`src/rtl/hough_list_pkg.sv`:
```
`default_nettype none
// ============================================================================
// Module   : hough_list_pkg
// Brief    : Shared types/constants for the Hough bin linked-list controller.
// Revision : 1.0 - initial release
// ============================================================================
package hough_list_pkg;

    typedef enum logic [1:0] {
        ST_IDLE  = 2'd0,
        ST_FETCH = 2'd1,
        ST_EMIT  = 2'd2,
        ST_EMPTY = 2'd3
    } state_t;

    localparam int c_nil_addr    = 0;
    localparam int c_payload_lsb = 0;

    // Node word is {next, payload}: the next pointer sits directly above the payload.
    function automatic int next_field_lsb(input int payload_width);
        return c_payload_lsb + payload_width;
    endfunction

endpackage
`default_nettype wire

```
`src/rtl/hough_list_ctrl.sv`:
```
`default_nettype none
// ============================================================================
// Module   : hough_list_ctrl
// Brief    : Per-bin LIFO linked lists in an external node SRAM with bump
//            allocation and a query/traversal stream. Optional per-bin node
//            counters and out_count port under `HOUGH_LIST_COUNT_EN.
// Revision : 1.0 - initial release
// ============================================================================
module hough_list_ctrl
    import hough_list_pkg::*;
#(
    parameter int ADDR_SIZE     = 8,
    parameter int BIN_BITS      = 4,
    parameter int PAYLOAD_WIDTH = 24
) (
    input  logic                          clk,
    input  logic                          rst,
    input  logic                          clr,
    input  logic                          in_valid,
    output logic                          in_ready,
    input  logic [BIN_BITS-1:0]           in_bin,
    input  logic [PAYLOAD_WIDTH-1:0]      in_payload,
    input  logic                          q_valid,
    output logic                          q_ready,
    input  logic [BIN_BITS-1:0]           q_bin,
    output logic                          out_valid,
    input  logic                          out_ready,
    output logic [PAYLOAD_WIDTH-1:0]      out_payload,
    output logic                          out_last,
    output logic                          out_nil,
`ifdef HOUGH_LIST_COUNT_EN
    output logic [ADDR_SIZE-1:0]          out_count,
`endif
    output logic                          full,
    output logic                          sram_we,
    output logic [ADDR_SIZE-1:0]          sram_addr,
    output logic [ADDR_SIZE+PAYLOAD_WIDTH-1:0] sram_wdata,
    input  logic [ADDR_SIZE+PAYLOAD_WIDTH-1:0] sram_rdata
);

    localparam int                   c_num_bins = 2**BIN_BITS;
    localparam int                   c_next_lsb = next_field_lsb(PAYLOAD_WIDTH);
    localparam logic [ADDR_SIZE-1:0] c_nil      = ADDR_SIZE'(c_nil_addr);
    localparam logic [ADDR_SIZE-1:0] c_one      = ADDR_SIZE'(1);

    state_t               r_state;
    state_t               w_next_state;
    logic [ADDR_SIZE-1:0] r_head [c_num_bins];
    logic [ADDR_SIZE-1:0] r_free_ptr;
    logic [ADDR_SIZE-1:0] r_ptr;
    logic                 r_full;

    logic                     w_ins;
    logic                     w_qry;
    logic                     w_clr_now;
    logic [ADDR_SIZE-1:0]     w_rd_next;
    logic [PAYLOAD_WIDTH-1:0] w_rd_payload;

    assign in_ready     = (r_state == ST_IDLE) && !r_full && !clr;
    assign q_ready      = (r_state == ST_IDLE) && !in_valid && !clr;
    assign full         = r_full;
    assign w_ins        = in_valid && in_ready;
    assign w_qry        = q_valid && q_ready;
    assign w_clr_now    = (r_state == ST_IDLE) && clr;
    assign w_rd_next    = sram_rdata[c_next_lsb +: ADDR_SIZE];
    assign w_rd_payload = sram_rdata[c_payload_lsb +: PAYLOAD_WIDTH];

    always_ff @(posedge clk or posedge rst) begin
        if (rst) begin
            r_state <= ST_IDLE;
        end else begin
            r_state <= w_next_state;
        end
    end

    always_comb begin
        w_next_state = r_state;
        case (r_state)
            ST_IDLE: begin
                if (w_qry) begin
                    w_next_state = (r_head[q_bin] == c_nil) ? ST_EMPTY : ST_FETCH;
                end
            end
            ST_FETCH: w_next_state = ST_EMIT;
            ST_EMIT: begin
                if (out_ready) begin
                    w_next_state = (w_rd_next == c_nil) ? ST_IDLE : ST_FETCH;
                end
            end
            ST_EMPTY: begin
                if (out_ready) begin
                    w_next_state = ST_IDLE;
                end
            end
            default: w_next_state = ST_IDLE;
        endcase
    end

    // EMIT keeps the address on ptr so the registered read data stays put while stalled.
    always_comb begin
        out_valid   = 1'b0;
        out_payload = '0;
        out_last    = 1'b0;
        out_nil     = 1'b0;
        sram_we     = 1'b0;
        sram_addr   = '0;
        sram_wdata  = '0;
        case (r_state)
            ST_IDLE: begin
                if (w_ins) begin
                    sram_we                                  = 1'b1;
                    sram_addr                                = r_free_ptr;
                    sram_wdata[c_next_lsb +: ADDR_SIZE]      = r_head[in_bin];
                    sram_wdata[c_payload_lsb +: PAYLOAD_WIDTH] = in_payload;
                end
            end
            ST_FETCH: sram_addr = r_ptr;
            ST_EMIT: begin
                sram_addr   = r_ptr;
                out_valid   = 1'b1;
                out_payload = w_rd_payload;
                out_last    = (w_rd_next == c_nil);
            end
            ST_EMPTY: begin
                out_valid = 1'b1;
                out_nil   = 1'b1;
                out_last  = 1'b1;
            end
            default: ;
        endcase
    end

    always_ff @(posedge clk or posedge rst) begin
        if (rst) begin
            for (int i = 0; i < c_num_bins; i++) begin
                r_head[i] <= c_nil;
            end
            r_free_ptr <= c_one;
            r_full     <= 1'b0;
            r_ptr      <= c_nil;
        end else begin
            if (w_clr_now) begin
                for (int i = 0; i < c_num_bins; i++) begin
                    r_head[i] <= c_nil;
                end
                r_free_ptr <= c_one;
                r_full     <= 1'b0;
            end else if (w_ins) begin
                r_head[in_bin] <= r_free_ptr;
                r_free_ptr     <= r_free_ptr + c_one;
                // Last allocatable node taken: the pointer wraps onto NIL.
                if (r_free_ptr == {ADDR_SIZE{1'b1}}) begin
                    r_full <= 1'b1;
                end
            end else if (w_qry) begin
                r_ptr <= r_head[q_bin];
            end
            if ((r_state == ST_EMIT) && out_ready && (w_rd_next != c_nil)) begin
                r_ptr <= w_rd_next;
            end
        end
    end

`ifdef HOUGH_LIST_COUNT_EN
    logic [ADDR_SIZE-1:0] r_count [c_num_bins];
    logic [BIN_BITS-1:0]  r_q_bin;

    always_ff @(posedge clk or posedge rst) begin
        if (rst) begin
            for (int i = 0; i < c_num_bins; i++) begin
                r_count[i] <= '0;
            end
            r_q_bin <= '0;
        end else begin
            if (w_clr_now) begin
                for (int i = 0; i < c_num_bins; i++) begin
                    r_count[i] <= '0;
                end
            end else if (w_ins) begin
                r_count[in_bin] <= r_count[in_bin] + c_one;
            end else if (w_qry) begin
                r_q_bin <= q_bin;
            end
        end
    end

    assign out_count = out_valid ? r_count[r_q_bin] : '0;
`endif

endmodule
`default_nettype wire

```
`config.mk`:
```
export PLATFORM = sky130hd
export DESIGN_NAME = hough_list_ctrl
export DESIGN_NICKNAME = d
export VERILOG_FILES = /design/src/rtl/hough_list_pkg.sv /design/src/rtl/hough_list_ctrl.sv
export SDC_FILE = /design/constraint.sdc
export NUM_CORES = 1
export LEC_CHECK = 0
export CORE_MARGIN = 3
export CORE_UTILIZATION = 40
export DETAILED_ROUTE_END_ITERATION = 12
export PLACE_DENSITY_LB_ADDON = 0.12
export SLEW_MARGIN = 10
export SYNTH_ARGS = -nofsm -noshare
export SYNTH_HDL_FRONTEND = slang
export SYNTH_SLANG_ARGS = --single-unit
```
`constraint.sdc`:
```
create_clock -name clk -period 5.5 [get_ports clk]
set_input_delay 1.375 -clock clk [delete_from_list [all_inputs] [get_ports clk]]
set_output_delay 1.375 -clock clk [all_outputs]
set_load 0.02 [all_outputs]
```
==> summary.txt, run 1 <==
Worst Hold Class: register to register
Post-synth top area share: 0.450
Final Power: 3.30 mW
Final setup fails: 0
Fin Hold WS: 0.497 ns
First-pass GRT wire length: 40.2 mm
Number of remaining DRC errors: 0
CP max stage cell: clkdlybuf4s50_1
Post-Synthesis Cell Area: 8120 um^2
Die area: 22100 um^2
Ports: 141
Synth area leaders: dfrtp_1 (45%), mux4_2 (18%), nand2_1 (6.6%)
End-of-flow core utilization: 0.525
Fin crit share: 0.908
H-tree depth: 4
Fin Clk Skew: 0.00878 ns
Number of global-route vias before repair: 6933
Buf/Inv on CP: 3
Post-synthesis cell type count: 42
Clk_lat worst skew: 0.44 ns
FMAX: 200 MHz
Final HPWL DP: 18.9 mm
Power Dens Cells: 319 nW/um^2
GR Overflow Total: 0
Number of nets in the layout: 940
Die Wd: 149 um
Vias: 6709
Crit path largest cell delay: 0.53 ns
Cells after Synth: 733
Share of layout cells above drive strength 1: 0.140
Placer Congestion: 0.895
DR WL/cell: 22.2 um
Standard-cell rows: 51
Die Y: 149 um
Clock Tree Root: clkbuf_16
Core Region: 19700 um^2
CTS Sinks: 147
Top FF cell, synth: dfrtp_1
Worst setup margin: 0.507 ns
Clock-pin slew on the worst setup and hold paths: 0.06 ns
Worst Path Class, Setup: input port to output pin
CP required: 4.12 ns
Tightest Pin Transition: 1.13 ns
Iter 0 DRT Violations: 791
Num CTS Buffers: 17
Place WS: 0.488 ns
Max-cap viol count: 0
Routed Antenna Nets: 0
Sequential element share of the synthesized area: 0.453
Bufs on Longest Clock Path: 2
I/O Buffers: 140
Crit-path cells: buf_2 > buf_4 > mux4_2 > mux4_2 > and2_1 > clkdlybuf4s50_1
Post-Syn Nets: 810
Synth warn: 0
Final WL: 25.3 mm
Post-DR vias/cell: 5.88
Synthesized flop and latch total: 147
VDD IR-drop max: 180 uV
CTS tree: done
Syn_area_per_cell: 11.1 um^2
FILL cells: 1687
TritonRoute pass-1 iters: 7
Initial antenna violation count: 0
Post-synth EDFFs: 0
Diode count: 0
Cell mode on critical path: mux4_2
Max Slew Vio Count: 0
P_leak: 4.21 nW
Largest net degree at the start of global routing: 84
Total GRT Usage: 0.237
Family with the most delay on the worst path: buffers and inverters
Tmin final: 4.99 ns
Area Growth Syn to Fin: 27.5%
Setup TNS: 0 ns
Worst slew margin: 0.241
Crit path max fanout: 22
Starting Density: 0.412
Final Hold Viols: 0
Status: finished clean
Critical path arrival: 3.62 ns
CTS Hold Bufs: 0
Yosys top cell by area: dfrtp_1
RSZ-0062 raised after global routing: no
Synth async-reset ratio: 1.00
CTS resizes: 0
Setup Buffers After CTS: 0
Setup crit end kind: output pin
Startpoint Class: input port
[worst reg2reg max path, stage by stage (launching register included)]
cell,delay [ns]
dfrtp_1,0.43
inv_1,0.11
ha_1,0.24
nor3b_1,0.16
nand2_1,0.14
inv_1,0.17
buf_12,0.21
and3_1,0.27
a21oi_1,0.77
nand2_1,0.10
o21ai_0,0.11
[state kept, by name (all words and copies together), names as in the netlist]
| register | flops |
|---|---|
| full | 1 |
| r_free_ptr | 8 |
| r_head | 128 |
| r_ptr | 8 |
| r_state | 2 |
[synth_stat cells (8+ instances only)]
cell type,number
dfrtp_1,146
nand2_1,143
o21ai_0,106
mux4_2,65
and2_1,60
clkbuf_1,32
o2bb2ai_1,32
a21oi_1,23
nor2_1,14
mux2i_1,11
nand3_1,10
mux4_1,9
nor2b_1,9
inv_1,8
[path summary, 6_finish.rpt]
path / to / depth (start not counted) / startpoint / slack [ns]
worst max register to register: r_head[64] / 10 / r_state[0] / 2.69
max in group asynchronous: r_free_ptr[0] / 3 / rst / 3.04
min in group asynchronous: r_head[22] / 2 / rst / 1.45
worst min-delay path: r_head[104] / 2 / r_head[104] / 0.50
worst min register to register: r_head[104] / 2 / r_head[104] / 0.50
worst max-delay path: sram_wdata[30] / 6 / in_bin[1] / 0.51
[kinds of logic after synthesis]
| family | Yosys count | synth area share |
|---|---|---|
| AOI/OAI and AO/OA | 178 | 0.130 |
| xor gates and xnor gates | 6 | 0.00647 |
| adders and majority gates | 7 | 0.0108 |
| buffers and inverters | 55 | 0.0294 |
| DFF | 147 | 0.453 |
| muxes | 85 | 0.223 |
| and+or+nand+nor | 255 | 0.147 |
[cells in the final DEF (no fill, tap or decap), types with 3 or more instances in the layout]
| cell type | n |
|---|---|
| nand2_1 | 143 |
| and2_1 | 60 |
| o2bb2ai_1 | 32 |
| o21ai_0 | 106 |
| nor2_1 | 14 |
| dfrtp_1 | 146 |
| a22oi_1 | 4 |
| buf_2 | 3 |
| a21oi_1 | 23 |
| nor2b_1 | 9 |
| clkbuf_16 | 17 |
| mux2i_1 | 11 |
| a31oi_1 | 5 |
| nor3_1 | 3 |
| nand3_1 | 10 |
| buf_4 | 16 |
| and3_1 | 3 |
| clkinvlp_4 | 7 |
| xor2_1 | 5 |
| inv_1 | 7 |
| ha_1 | 7 |
| clkdlybuf4s50_1 | 137 |
| mux4_2 | 65 |
| mux4_1 | 9 |
[routing by layer]
layer	GRT usage	vias to the layer above	routed length (um)
met5	0	-	0
met4	0.0799	0	562
met3	0.0640	39	2010
met2	0.401	333	12600
met1	0.296	3387	10100
li1	-	2950	-
[metrics by stage]
stage                     cells  cell area (um^2)
after floorplan             733              8120
after global placement     1109              9800
after detailed placement   1109              9800
after CTS                  1141             10400
after global routing       1141             10400
final                      1141             10400
[where the power goes]
group	internal (mW)	switching [mW]	total (mW)	leakage (nW)
Clock	0.632	0.472	1.10	0.250
Combinational	0.411	0.588	0.998	1.92
Sequential	1.15	0.0522	1.20	2.03
Total	2.19	1.11	3.30	4.21
[layout make-up]
type | count | area [um^2] | area share
inverter | 8 | 35.0 | 0.00338
multi-input combinational | 531 | 4210 | 0.406
clock inverter | 12 | 110 | 0.0106
timing repair buffer | 158 | 1550 | 0.149
tap | 265 | 332 | 0.0320
sequential | 147 | 3680 | 0.355
clock buffer | 20 | 447 | 0.0431
Power figures use the tool's default switching activity.
==> run 2: changes to the inputs <==
==> constraint.sdc (replaced) <==
create_clock -name clk -period 5.6 [get_ports clk]
set_input_delay 1.4 -clock clk [delete_from_list [all_inputs] [get_ports clk]]
set_output_delay 1.4 -clock clk [all_outputs]
set_load 0.02 [all_outputs]
==> run 2 against run 1 <==
Register-to-register slack worse by 0.02 ns. Global-route usage shrank 0.23 points. Sequential power barely moved. Hold slack gained 0.0042 ns. Power shrank 1.9%. Cell count hardly changed. Non-clock buffer count did not move. Sequential cell count is the same. Clock skew down 0.0015 ns. Design area is essentially flat.
==> summary.txt, run 2 (synthesis results as in run 1) <==
Status: finished clean
Worst R2R End: r_head[70]
Largest registers: r_head (128), r_free_ptr (8), r_ptr (8)
Inst Count DP: 1109 (unchanged)
Area Growth Syn to Fin: 27.4% (about the same)
Tightest Pin Transition: 1.03 ns (-0.105 ns)
Setup TNS: 0 ns (unchanged)
Starting Density: 0.412 (unchanged)
CP required: 4.20 ns (+0.08 ns)
VDD IR-drop max: 159 uV (-12%)
Setup Buffers After CTS: 0 (unchanged)
Number of global-route vias before repair: 6913 (-0.29%)
Fin crit share: 0.926
I/O Buffers: 140 (unchanged)
Number of nets in the layout: 940 (unchanged)
GR Overflow Total: 0 (unchanged)
RSZ-0062 raised after global routing: no
Core Region: 19700 um^2 (unchanged)
Worst Path Class, Setup: input port to output pin
Clk_lat worst skew: 0.43 ns (about the same)
CTS Sinks: 147 (unchanged)
Total GRT Usage: 0.235 (-0.00228)
Number of remaining DRC errors: 0 (unchanged)
CTS resizes: 0 (unchanged)
Clock-pin slew on the worst setup and hold paths: 0.06 ns (about the same)
Worst slew margin: 0.315 (+0.0735)
Max-cap viol count: 0 (unchanged)
First-pass GRT wire length: 39.7 mm (-1.2%)
CP endpoint: sram_wdata[26]
Worst R2R Path Depth: 10 (unchanged)
Clock Tree Root: clkbuf_16
Worst Hold Class: register to register
Critical Path Source: clr
Startpoint Class: input port
End-of-flow core utilization: 0.525 (about the same)
Share of layout cells above drive strength 1: 0.140 (-0.000823)
Largest net degree at the start of global routing: 87 (+3.6%)
H-tree depth: 4 (unchanged)
Power Dens Cells: 313 nW/um^2 (-1.8%)
DR WL/cell: 22.1 um (-0.14%)
Critical path arrival: 3.78 ns (+0.16 ns)
Setup crit end kind: output pin
Ports: 141 (unchanged)
Die Wd: 149 um (unchanged)
FMAX: 193 MHz
Crit path max fanout: 41 (+86%)
Die area: 22100 um^2 (unchanged)
Placer Congestion: 0.925 (+3.3%)
Standard-cell rows: 51 (unchanged)
Final setup fails: 0 (unchanged)
Num CTS Buffers: 17 (unchanged)
Max Slew Vio Count: 0 (unchanged)
FF-to-FF setup slack: 2.67 ns (-0.02 ns)
Final HPWL DP: 19.0 mm (+0.13%)
Largest register by flop count: r_head
TritonRoute pass-1 iters: 5 (-2)
Max reg flops: 128 (unchanged)
P_leak: 4.23 nW (+0.43%)
Commonest non-fill, non-tap cells in the layout: dfrtp_1 (146), nand2_1 (143), clkdlybuf4s50_1 (137), o21ai_0 (106), mux4_2 (65)
Die Y: 149 um (unchanged)
Tmin final: 5.18 ns
Place WS: 0.474 ns (-0.0140 ns)
Iter 0 DRT Violations: 630 (-20%)
CTS Hold Bufs: 0 (unchanged)
Routed Antenna Nets: 0 (unchanged)
Worst setup margin: 0.417 ns (-0.0902 ns)
Leading cell type in the layout, fill and taps excluded: dfrtp_1
Fin Clk Skew: 0.00727 ns (-0.00151 ns)
Post-DR vias/cell: 5.91 (+0.43%)
Vias: 6732 (+0.34%)
Post-Layout Cell Count: 1140 (-0.088%)
CTS tree: done
Bufs on Longest Clock Path: 2 (unchanged)
Final Hold Viols: 0 (unchanged)
Final WL: 25.2 mm (-0.23%)
Worst r2r src: r_state[0]
Initial antenna violation count: 1 (+1)
-- run 2: changes by cell type in the layout (fill, tap and decap cells not counted), sizes merged --
cell,before,now
bufinv,1,2
clkinv,4,7
clkinvlp,7,3
diode,0,1
clkbuf,20,18
-- run 2: worst min-delay path by stage --
stage	from	endpoint	slack, ns	cells past startpoint
finish	r_head[103]	r_head[103]	0.50	2
global route	r_head[50]	r_head[50]	0.52	2
CTS	r_head[103]	r_head[103]	0.50	2
detailed placement	r_head[103]	r_head[103]	0.49	2
global placement	r_head[96]	r_head[96]	0.47	2
floorplan	r_head[102]	r_head[102]	0.46	2
-- run 2: stage by stage --
step	hold slack (ns)	area (um^2)	power, mW
global route	0.517	10400	3.39
detailed placement	0.490	9800	2.18
finish	0.501	10400	3.24
CTS	0.504	10400	3.26
global placement	0.473	9800	2.16
floorplan	0.458	8120	1.76
-- run 2: layer usage --
layer | vias to the layer above | GRT usage | routed length [um]
li1 | 2965 | - | -
met1 | 3420 | 0.303 | 10300
met2 | 318 | 0.402 | 12700
met3 | 29 | 0.0533 | 1840
met4 | 0 | 0.0633 | 373
met5 | - | 0 | 0
-- run 2: area by class of cell --
| type | count | area [um^2] |
|---|---|---|
| fillers | 1680 | 9360 |
| clock buffers | 18 | 429 |
| clock inverters | 12 | 118 |
| inverters | 8 | 35.0 |
| repair buffers | 158 | 1550 |
| flip-flops and latches | 147 | 3680 |
| well taps | 265 | 332 |
| diodes | 1 | 2.50 |
| multi-input cells | 531 | 4210 |
-- run 2: report_power, final --
part | switching [mW] | internal, mW | leakage, nW
registers | 0.0498 | 1.13 | 2.03
logic | 0.582 | 0.402 | 1.93
clock network | 0.435 | 0.643 | 0.267
total | 1.07 | 2.17 | 4.23
-- run 2: worst max-delay path, stage by stage --
cell and delay [ns]:
clkdlybuf4s50_1 0.48, nor3b_1 0.30, nand2_1 0.15, inv_1 0.22, buf_4 0.39, and2_1 0.22, clkdlybuf4s50_1 0.61
